$ cat src/rtl/traffic_light_monitor.sv
// Checker on the receiving end of a one-hot RGY lamp bus: validates encoding,
// RED->GREEN->YELLOW order and per-phase dwell, and counts completed cycles.
module traffic_light_monitor #(
   parameter int CNT_W     = 8,
   parameter int MIN_DWELL = 1,
   parameter int MAX_DWELL = 1
) (
   input  logic             clk,
   input  logic             rst_n,
   input  logic [0:2]       light,
   input  logic             clr_fault,
   output logic [1:0]       phase,
   output logic             locked,
   output logic             err_encoding,
   output logic             err_sequence,
   output logic             err_dwell,
   output logic             fault,
   output logic [CNT_W-1:0] last_dwell,
   output logic [CNT_W-1:0] cycles
);

   typedef enum logic {ACQUIRE, RUN} state_t;

   localparam logic [1:0]       PH_R      = 2'd0;
   localparam logic [1:0]       PH_G      = 2'd1;
   localparam logic [1:0]       PH_Y      = 2'd2;
   localparam logic [1:0]       PH_BAD    = 2'd3;
   localparam logic [CNT_W-1:0] DWELL_SAT = '1;
   localparam logic [31:0]      MIN_LIMIT = 32'(MIN_DWELL);
   localparam logic [31:0]      MAX_LIMIT = 32'(MAX_DWELL + 1);

   state_t           state, state_n;
   logic [0:2]       light_q;
   logic [1:0]       cur, cur_n, dec, cur_succ;
   logic             dec_valid;
   logic [CNT_W-1:0] dwell, dwell_n, dwell_inc;
   logic             first, first_n;
   logic             max_hit, max_hit_n;
   logic [1:0]       phase_n;
   logic             enc_n, seq_n, dw_n, fault_n;
   logic [CNT_W-1:0] last_dwell_n, cycles_n;

   // Anything other than the three one-hot codes (including X) decodes as invalid.
   always_comb begin
      dec       = PH_BAD;
      dec_valid = 1'b0;
      case (light_q)
         3'b100:  begin dec = PH_R; dec_valid = 1'b1; end
         3'b010:  begin dec = PH_G; dec_valid = 1'b1; end
         3'b001:  begin dec = PH_Y; dec_valid = 1'b1; end
         default: begin dec = PH_BAD; dec_valid = 1'b0; end
      endcase
   end

   assign cur_succ  = (cur == PH_Y) ? PH_R : cur + 2'd1;
   assign dwell_inc = (dwell == DWELL_SAT) ? dwell : dwell + CNT_W'(1);

   always_comb begin
      state_n      = state;
      cur_n        = cur;
      dwell_n      = dwell;
      first_n      = first;
      max_hit_n    = max_hit;
      phase_n      = dec;
      enc_n        = 1'b0;
      seq_n        = 1'b0;
      dw_n         = 1'b0;
      last_dwell_n = last_dwell;
      cycles_n     = cycles;
      case (state)
         ACQUIRE: begin
            if (dec_valid) begin
               cur_n     = dec;
               dwell_n   = CNT_W'(1);
               first_n   = 1'b1;
               max_hit_n = 1'b0;
               state_n   = RUN;
            end
         end
         RUN: begin
            if (!dec_valid) begin
               enc_n   = 1'b1;
               state_n = ACQUIRE;
            end else if (dec == cur) begin
               // max_hit keeps the overrun pulse single even if dwell saturates at MAX+1.
               dwell_n = dwell_inc;
               if ((32'(dwell_inc) == MAX_LIMIT) && !max_hit) begin
                  dw_n      = 1'b1;
                  max_hit_n = 1'b1;
               end
            end else begin
               last_dwell_n = dwell;
               if (dec != cur_succ)
                  seq_n = 1'b1;
               if (!first && (32'(dwell) < MIN_LIMIT))
                  dw_n = 1'b1;
               if ((cur == PH_Y) && (dec == PH_R))
                  cycles_n = cycles + CNT_W'(1);
               cur_n     = dec;
               dwell_n   = CNT_W'(1);
               first_n   = 1'b0;
               max_hit_n = 1'b0;
            end
         end
         default: state_n = ACQUIRE;
      endcase
      // A fresh error outranks a clear request arriving at the same edge.
      if (enc_n || seq_n || dw_n)
         fault_n = 1'b1;
      else if (clr_fault)
         fault_n = 1'b0;
      else
         fault_n = fault;
   end

   always_ff @(posedge clk) begin
      if (!rst_n) begin
         state        <= ACQUIRE;
         light_q      <= 3'b000;
         cur          <= PH_R;
         dwell        <= '0;
         first        <= 1'b0;
         max_hit      <= 1'b0;
         phase        <= PH_BAD;
         err_encoding <= 1'b0;
         err_sequence <= 1'b0;
         err_dwell    <= 1'b0;
         fault        <= 1'b0;
         last_dwell   <= '0;
         cycles       <= '0;
      end else begin
         state        <= state_n;
         light_q      <= light;
         cur          <= cur_n;
         dwell        <= dwell_n;
         first        <= first_n;
         max_hit      <= max_hit_n;
         phase        <= phase_n;
         err_encoding <= enc_n;
         err_sequence <= seq_n;
         err_dwell    <= dw_n;
         fault        <= fault_n;
         last_dwell   <= last_dwell_n;
         cycles       <= cycles_n;
      end
   end

   assign locked = (state == RUN);

endmodule

$ cat config.mk
export PLATFORM = sky130hd
export DESIGN_NAME = traffic_light_monitor
export DESIGN_NICKNAME = d
export VERILOG_FILES = /design/src/rtl/traffic_light_monitor.sv
export SDC_FILE = /design/constraint.sdc
export NUM_CORES = 1
export LEC_CHECK = 0
export ABC_AREA = 1
export BUFFER_PORTS_ARGS = -buffer_cell sky130_fd_sc_hd__buf_2
export CAP_MARGIN = 20
export CORE_ASPECT_RATIO = 1.25
export CORE_MARGIN = 3
export CORE_UTILIZATION = 35
export DETAILED_ROUTE_END_ITERATION = 8
export HOLD_SLACK_MARGIN = 0.12
export PLACE_DENSITY = 0.59
export SYNTH_ARGS = -nofsm -noshare
export SYNTH_HDL_FRONTEND = slang
export SYNTH_SLANG_ARGS = --single-unit
export TNS_END_PERCENT = 20
$ cat constraint.sdc
create_clock -name clk -period 2.2 [get_ports clk]
set_clock_uncertainty 0.05 [all_clocks]
set_input_delay 0 -clock clk [delete_from_list [all_inputs] [get_ports clk]]
set_output_delay 0 -clock clk [all_outputs]
set_load 0.005 [all_outputs]
==> impl_metrics.ini, run 1 <==
[status]
outcome = completed

[logic_synthesis]
yosys_warnings = 0
ys_ff_latch = 38
synth-async-reset-ratio = 0
synth-edff-count = 0
syn_area_mm2 = 0.00179
syn_nets = 259
syn-instance-count = 250
yosysSeqAreaShare = 0.424
synthDistinctLibCells = 27
synth_ff_type = dfxtp_1
syn_avg_cell_area_um2 = 7.18

[setup_path]
critPathLaunchType = flip-flop
crit_fanout = 7
path_cells = ha_1 -> nand2_2 -> nor2_4 -> nand2_4 -> nand2_1 -> nand2_1 -> nor2_1 -> nand2_1 -> nor2_2 -> nand2_1 -> nand2_1 -> nand2_1 -> nand2_1
worst-r2r-setup-slack_ps = 450
cpMostUsedCell = nand2_1
r2r_end = fault
reg2regPathDepth = 13
crit_arrival_ps = 1930
crit_family = simple AND/OR/NAND/NOR gates
cp.required_ps = 2380
worstReg2RegStart = dwell[0]
crit_path_end_kind = flip-flop
max_stage_delay_ps = 440
path_buf_inv = 0
cp_slowest_cell = dfxtp_1
critPathKind = flip-flop to flip-flop

[power]
clkPwrFrac = 0.352
p_leak_nw = 0.999
intPower_mw = 1.01
power_switching_mw = 0.325
p_per_area_mw_per_mm2 = 624
power.share.sequential = 0.547
power_frac_comb = 0.101
sw_frac_of_total = 0.244
total_power_mw = 1.33
vdd_ir_drop_max_v = 0.000369

[timing]
setup_viol = 0
fin_tns_setup_ps = 0
rsz0062_at_grt = no
fin_ws_ps = 449
hold_violations = 0
tightest_slew_ps = 500
fmax_mhz = 571
fin_crit_sh = 0.796
max_slew_margin = 0.666
fin_crit_ps = 1750
drv_slew = 0

[placement]
place_area_mm2 = 0.00197
dp_hpwl_um = 2820
io_buffers = 28
dp_slack_ps = 467
place_congestion = 0.843

[die]
die_h_um = 86.1
core_mm2 = 0.00483
start_util = 0.371
rows = 28
die_w_um = 70.0
io_pins = 29
fp.dieArea_mm2 = 0.00603

[grt]
grt_pass1_wl_um = 6680
grt_antenna_before_repair = 0
grt_max_degree = 27
grt_use_total = 0.137
grt_pass1_vias = 1482
grt-ovfl-total = 0

[min_path]
holdPathStages = 2
min_from = max_hit
min_to = max_hit
hp-class = flip-flop to flip-flop

[drt]
viasPerCell = 4.68
route.vias.total = 1625
route.detailed.drc = 0
drt-initial-drc-count = 65
routed_wirelength_um = 3960
first_pass_iters = 4
wl_per_cell_um = 11.4
final_antenna_net_count = 0

[finish]
fin_util = 0.442
multi_input_area_um2 = 858
layout_commonest_cell = nand2_1
final_cell_mix = nand2_1, dfxtp_1, inv_1
seq_area_um2 = 761
drive_above_1_share = 0.188
area_growth_pct = 19.0
nFillCells = 498
final_area_mm2 = 0.00214
antenna_cells = 0
fin_nets = 297

[clock_tree]
htreeDepth = 2
post_cts_buffers = 0
numClockSinks = 38
cts_root_buf = clkbuf_8
cts_tree = done
clock_latency_ps = 280
cts_max_path_buffers = 2
clk_pin_slew_ps = 70
cts_buffers = 5

[job]
cap_violations = 0
## cells by family (layout without fill, tap and decap cells)
family	after synthesis	after routing	synth area share
xor+xnor	1	1	0.00488
flops	38	38	0.424
fa+ha+maj	3	3	0.0209
compound gates	43	43	0.125
simple gates	123	123	0.328
buf+inv	42	79	0.0976
## layout make-up
class,instances,share of cell area
Multi-Input combinational cell,170,0.402
Sequential cell,38,0.356
Timing Repair Buffer,36,0.103
Inverter,37,0.0650
Clock buffer,6,0.0387
Tap cell,60,0.0351
## power by group through the flow
stage | Sequential, mW | Combinational (mW) | Clock, mW
final | 0.729 | 0.134 | 0.469
after global routing | 0.732 | 0.152 | 0.512
after CTS | 0.729 | 0.135 | 0.487
after detailed placement | 0.745 | 0.123 | 0
after global placement | 0.745 | 0.123 | 0
after floorplan | 0.744 | 0.0875 | 0
## routing by layer
metal | vias to the layer above | part of all wire | track usage
li1 | 874 | - | -
met1 | 713 | 0.45 | 0.163
met2 | 30 | 0.49 | 0.229
met3 | 8 | 0.041 | 0.0410
met4 | 0 | 0.020 | 0.0592
met5 | - | 0 | 0
## flip-flops by register name (all words and copies together), names as in the netlist
register      cells
err_sequence      1
cur               2
phase             2
light_q           3
err_encoding      1
cycles            8
dwell             8
fault             1
first             1
err_dwell         1
last_dwell        8
max_hit           1
locked            1
## repair_timing
| item | 4_1_cts | 5_1_grt |
|---|---|---|
| hold buffers | 8 | 0 |
| resized for setup | 0 | 0 |
| hold endpoints to repair | 7 | 0 |
## Yosys cell counts (2+ instances only)
master | number | share of area
nor2_4 | 2 | 0.013
o21ai_1 | 4 | 0.011
nor3_1 | 6 | 0.017
o21ai_0 | 14 | 0.039
nand2_1 | 59 | 0.12
nand3_2 | 3 | 0.017
clkbuf_1 | 3 | 0.0063
nand3_1 | 19 | 0.053
ha_1 | 3 | 0.021
a21oi_1 | 22 | 0.061
nor4_1 | 3 | 0.010
o31ai_1 | 2 | 0.0084
dfxtp_1 | 38 | 0.42
inv_2 | 5 | 0.010
nor2_1 | 19 | 0.040
inv_1 | 32 | 0.067
nand2_2 | 5 | 0.017
nor2_2 | 2 | 0.0070
## per-stage QoR
stage	hold slack [ps]	instances
after floorplan	47.6	250
after global placement	140	333
after detailed placement	138	333
after CTS	401	347
after global routing	427	347
final	402	347
## how the worst max path moves through the flow
stage          startpoint  endpoint  slack [ps]  depth (start not counted)
3_5_place_dp     dwell[0]     fault         470                         13
3_3_place_gp     dwell[0]     fault         530                         13
2_1_floorplan    dwell[0]     fault         650                         13
4_1_cts          dwell[0]     fault         450                         13
5_1_grt          dwell[0]     fault         190                         13
6_report         dwell[0]     fault         450                         13
## worst register-to-register path: cells and delay by family (launching register included)
family	cells	cell delay [ps]
adder cells (fa/ha/maj)	1	250
flip-flops	1	440
AND/OR/NAND/NOR	12	960
No activity file was read; power rests on OpenSTA's default activity.
==> run 2, diff against run 1 <==
--- a/config.mk
+++ b/config.mk
@@ -13,7 +13,7 @@
 export CORE_UTILIZATION = 35
 export DETAILED_ROUTE_END_ITERATION = 8
 export HOLD_SLACK_MARGIN = 0.12
-export PLACE_DENSITY = 0.59
+export PLACE_DENSITY = 0.61
 export SYNTH_ARGS = -nofsm -noshare
 export SYNTH_HDL_FRONTEND = slang
 export SYNTH_SLANG_ARGS = --single-unit
==> constraint.sdc (replaced) <==
create_clock -name clk -period 1.45 [get_ports clk]
set_clock_uncertainty 0.05 [all_clocks]
set_input_delay 0 -clock clk [delete_from_list [all_inputs] [get_ports clk]]
set_output_delay 0 -clock clk [all_outputs]
set_load 0.005 [all_outputs]
==> impl_metrics.ini, run 2 (same netlist as run 1, synthesis figures left out) <==
[die]
die_h_um = 86.1
io_pins = 29
fp.dieArea_mm2 = 0.00603
die_w_um = 70.0
core_mm2 = 0.00483
start_util = 0.371
rows = 28

[finish]
fin_util = 0.514
fin_nets = 320
top_regs = cycles: 8 flops, dwell: 8 flops, last_dwell: 8 flops
finalNonFillerCells = 372
multi_input_area_um2 = 993
final_area_mm2 = 0.00248
nFillCells = 477
final_cell_mix = nand2_1, dfxtp_1, inv_1
layout_commonest_cell = nand2_1
antenna_cells = 0
area_growth_pct = 38.4
drive_above_1_share = 0.349
seq_area_um2 = 778

[setup_path]
r2r_end = fault
critPathKind = flip-flop to flip-flop
cp.required_ps = 1640
crit_arrival_ps = 1710
worst-r2r-setup-slack_ps = -70
reg2regPathDepth = 13
worstReg2RegStart = dwell[0]
critPathLaunchType = flip-flop
crit_path_end_kind = flip-flop
crit_fanout = 7

[clock_tree]
cts_tree = done
clock_latency_ps = 300
cts_root_buf = clkbuf_8
clk_pin_slew_ps = 70
cts_buffers = 5
cts_max_path_buffers = 2
numClockSinks = 38
htreeDepth = 2

[timing]
fin_crit_ps = 1520
setup_viol = 10
rsz0062_at_grt = yes
fin_tns_setup_ps = -312
hold_violations = 0
max_slew_margin = 0.778
fin_ws_ps = -66.8
fin_crit_sh = 1.05
fmax_mhz = 659
drv_slew = 0
tightest_slew_ps = 330

[placement]
dp_slack_ps = -119
io_buffers = 28
place_area_mm2 = 0.00217
placed_cells = 357
dp_hpwl_um = 3000
place_congestion = 0.929

[drt]
drt-initial-drc-count = 95
viasPerCell = 4.80
wl_per_cell_um = 11.5
route.detailed.drc = 0
routed_wirelength_um = 4280
route.vias.total = 1786
first_pass_iters = 4
final_antenna_net_count = 0

[grt]
grt_pass1_vias = 1613
grt_pass1_wl_um = 7190
grt_use_total = 0.148
grt_max_degree = 17
grt_antenna_before_repair = 0
grt-ovfl-total = 0

[status]
outcome = finished with violations
violations = negative setup slack

[power]
p_per_area_mw_per_mm2 = 854
p_leak_nw = 1.17
vdd_ir_drop_max_v = 0.000355

[min_path]
min_to = light_q[0]
hp-class = input pin to flip-flop
holdPathStages = 4
min_from = light[0]

[job]
cap_violations = 0
## run 2: cell types whose count changed in the layout (fill, tap and decap cells not counted), sizes merged
| cell | change |
|---|---|
| dlygate4sd3 | -3 |
| clkbuf | +1 |
| buf | +26 |
| clkinv | +1 |
## run 2: how the worst max path moves through the flow
| stage | from | endpoint | slack, ps | cells past startpoint |
|---|---|---|---|---|
| final | dwell[0] | fault | -70 | 13 |
| after global routing | dwell[0] | fault | -220 | 13 |
| after CTS | dwell[0] | fault | -60 | 13 |
| after detailed placement | light_q[1] | cycles[7] | -120 | 8 |
| after global placement | light_q[1] | cycles[7] | -90 | 8 |
| after floorplan | dwell[1] | fault | 20 | 13 |
## run 2: layout make-up
cell class              instances  area share
inverters                      37      0.0630
multi-input cells             170       0.400
clock buffers                   7      0.0348
well taps                      60      0.0302
repair buffers                 59       0.157
clock inverters                 1     0.00202
flip-flops and latches         38       0.313
## run 2: metal layers
layer,wire length [µm],vias up,global-route usage,share of wire
li1,-,931,-,-
met3,160,6,0.0457,0.037
met2,2200,26,0.255,0.51
met1,1850,823,0.171,0.43
met4,75,0,0.0575,0.018
met5,0,-,0,0
## run 2: worst max-delay path: stages (launching register included)
cell and delay, ps:
dfxtp_4 380, ha_4 160, nand2_4 60, nor2_4 130, nand2_4 100, nand2_2 70
nand2_1 40, nor2_1 90, nand2_1 60, nor2_2 90, nand2_1 50, nand2_1 50
nand2_1 60, nand2_1 60
## run 2: timing repair
action / 4_1_cts / 5_1_grt
resized for setup: 14 / 32
hold buffers: 5 / 0
pin swaps: 5 / 7
setup buffers: 0 / 2
endpoints found under the hold margin: 13 / 0
setup endpoints to repair: 22 / 30
## run 2: power by group
part	switching (mW)	internal, mW	total [mW]
clock network	0.368	0.383	0.752
logic	0.149	0.116	0.265
registers	0.0273	1.08	1.10
total	0.545	1.58	2.12
## run 2: metrics by stage
step,hold WS (ps),total power [mW]
floorplan,47.6,1.26
global placement,131,1.35
detailed placement,137,1.35
CTS,369,2.12
global route,405,2.24
finish,370,2.12
==> run 3, diff against run 2 <==
--- a/config.mk
+++ b/config.mk
@@ -14,6 +14,7 @@
 export DETAILED_ROUTE_END_ITERATION = 8
 export HOLD_SLACK_MARGIN = 0.12
 export PLACE_DENSITY = 0.61
+export REMOVE_ABC_BUFFERS = 1
 export SYNTH_ARGS = -nofsm -noshare
 export SYNTH_HDL_FRONTEND = slang
 export SYNTH_SLANG_ARGS = --single-unit
==> impl_metrics.ini, run 3 (same netlist as run 1, synthesis figures left out) <==
[status]
outcome = finished with violations
violations = negative setup slack

[grt]
grt_pass1_wl_um = 7470
grt_use_total = 0.154
grt-ovfl-total = 0
grt_pass1_vias = 1748
grt_antenna_before_repair = 0
grt_max_degree = 26

[die]
die_w_um = 70.0
die_h_um = 86.1
fp.dieArea_mm2 = 0.00603
rows = 28
start_util = 0.371
io_pins = 29
core_mm2 = 0.00483

[setup_path]
critPathKind = flip-flop to flip-flop
startpoint = dwell[0]
critPathLaunchType = flip-flop
crit_path_end_kind = flip-flop
cp.required_ps = 1640
crit_fanout = 7
crit_arrival_ps = 1770
worstReg2RegStart = dwell[0]

[clock_tree]
numClockSinks = 38
cts_tree = done
htreeDepth = 2
cts_buffers = 5
cts_root_buf = clkbuf_8
clk_pin_slew_ps = 70
clock_latency_ps = 290
cts_max_path_buffers = 2

[finish]
final_cell_mix = nand2_1, dfxtp_1, buf_4
area_growth_pct = 39.7
layout_commonest_cell = nand2_1
final_area_mm2 = 0.00251
fin_nets = 329
top_regs = cycles: 8 flops, dwell: 8 flops, last_dwell: 8 flops
drive_above_1_share = 0.367
antenna_cells = 0

[power]
power_frac_comb = 0.134
intPower_mw = 1.58
power_switching_mw = 0.531
power.share.sequential = 0.525
p_per_area_mw_per_mm2 = 841
clkPwrFrac = 0.341
sw_frac_of_total = 0.252
p_leak_nw = 1.20
vdd_ir_drop_max_v = 0.000526

[timing]
tightest_slew_ps = 396
max_slew_margin = 0.736
rsz0062_at_grt = yes
fin_crit_sh = 1.09
drv_slew = 0
setup_viol = 5
fmax_mhz = 634
fin_crit_ps = 1580
hold_violations = 0
fin_ws_ps = -128

[placement]
dp_slack_ps = -153
dp_hpwl_um = 3030
io_buffers = 28
place_area_mm2 = 0.00219
place_congestion = 0.905

[min_path]
min_from = light[2]
hp-class = input pin to flip-flop

[drt]
routed_wirelength_um = 4480
wl_per_cell_um = 11.8
viasPerCell = 4.83
route.detailed.drc = 0
first_pass_iters = 4
route.vias.total = 1830
drt-initial-drc-count = 65
final_antenna_net_count = 0

[job]
cap_violations = 0
-- run 3: cell type report --
type | instances | area (µm²)
Multi-Input combinational cell | 170 | 962
Tap cell | 60 | 75.1
Timing Repair Buffer | 68 | 464
Sequential cell | 38 | 768
Inverter | 37 | 154
Clock buffer | 6 | 82.6
Fill cell | 493 | 2330
-- run 3: path summary, 6_finish.rpt --
| kind | end | slack, ps | cells after the start |
|---|---|---|---|
| hold reg to reg | max_hit | 440 | 2 |
| setup / recovery | fault | -130 | 13 |
| setup reg to reg | fault | -130 | 13 |
| hold / removal | light_q[2] | 380 | 4 |
-- run 3: per-layer routing --
layer  vias up  share of wire  global-route usage
li1        943              -                   -
met1       830           0.42               0.175
met2        49           0.51               0.278
met3         8          0.042              0.0328
met4         0          0.021              0.0627
met5         -              0                   0
-- run 3: metrics by stage --
step / cells / total power [mW] / hold slack, ps / utilization / TNS (ps)
after floorplan: 245 / 1.25 / 18.9 / - / -263
after global placement: 362 / 1.35 / 131 / 0.453 / -693
after detailed placement: 362 / 1.35 / 137 / 0.453 / -1270
after CTS: 374 / 2.09 / 372 / 0.493 / -340
after global routing: 379 / 2.20 / 422 / 0.518 / -3180
final: 379 / 2.11 / 383 / 0.518 / -419
-- run 3: power by group through the flow --
| stage | Clock (mW) | Sequential (mW) | Combinational [mW] |
|---|---|---|---|
| after floorplan | 0 | 1.13 | 0.118 |
| after global placement | 0 | 1.12 | 0.225 |
| after detailed placement | 0 | 1.13 | 0.229 |
| after CTS | 0.736 | 1.10 | 0.248 |
| after global routing | 0.774 | 1.11 | 0.319 |
| final | 0.718 | 1.11 | 0.282 |
-- run 3: timing repair --
action | in CTS | in global routing
pin swaps | 5 | 10
setup endpoints to repair | 22 | 31
endpoints found under the hold margin | 7 | 0
resized for setup | 15 | 29
setup buffers | 1 | 5
cloned | 0 | 0
hold buffers | 5 | 0
-- run 3: critical path, stage by stage (launching register included) --
cell     delay [ps]
dfxtp_2         340
ha_4            170
nand2_4          80
nor2_4           50
nand2_4         130
buf_6           110
nand3_2          80
nor2_2          120
nand2_1          60
nor2_2          120
nand2_1          60
nand2_1          50
nand2_1          60
nand2_1          70
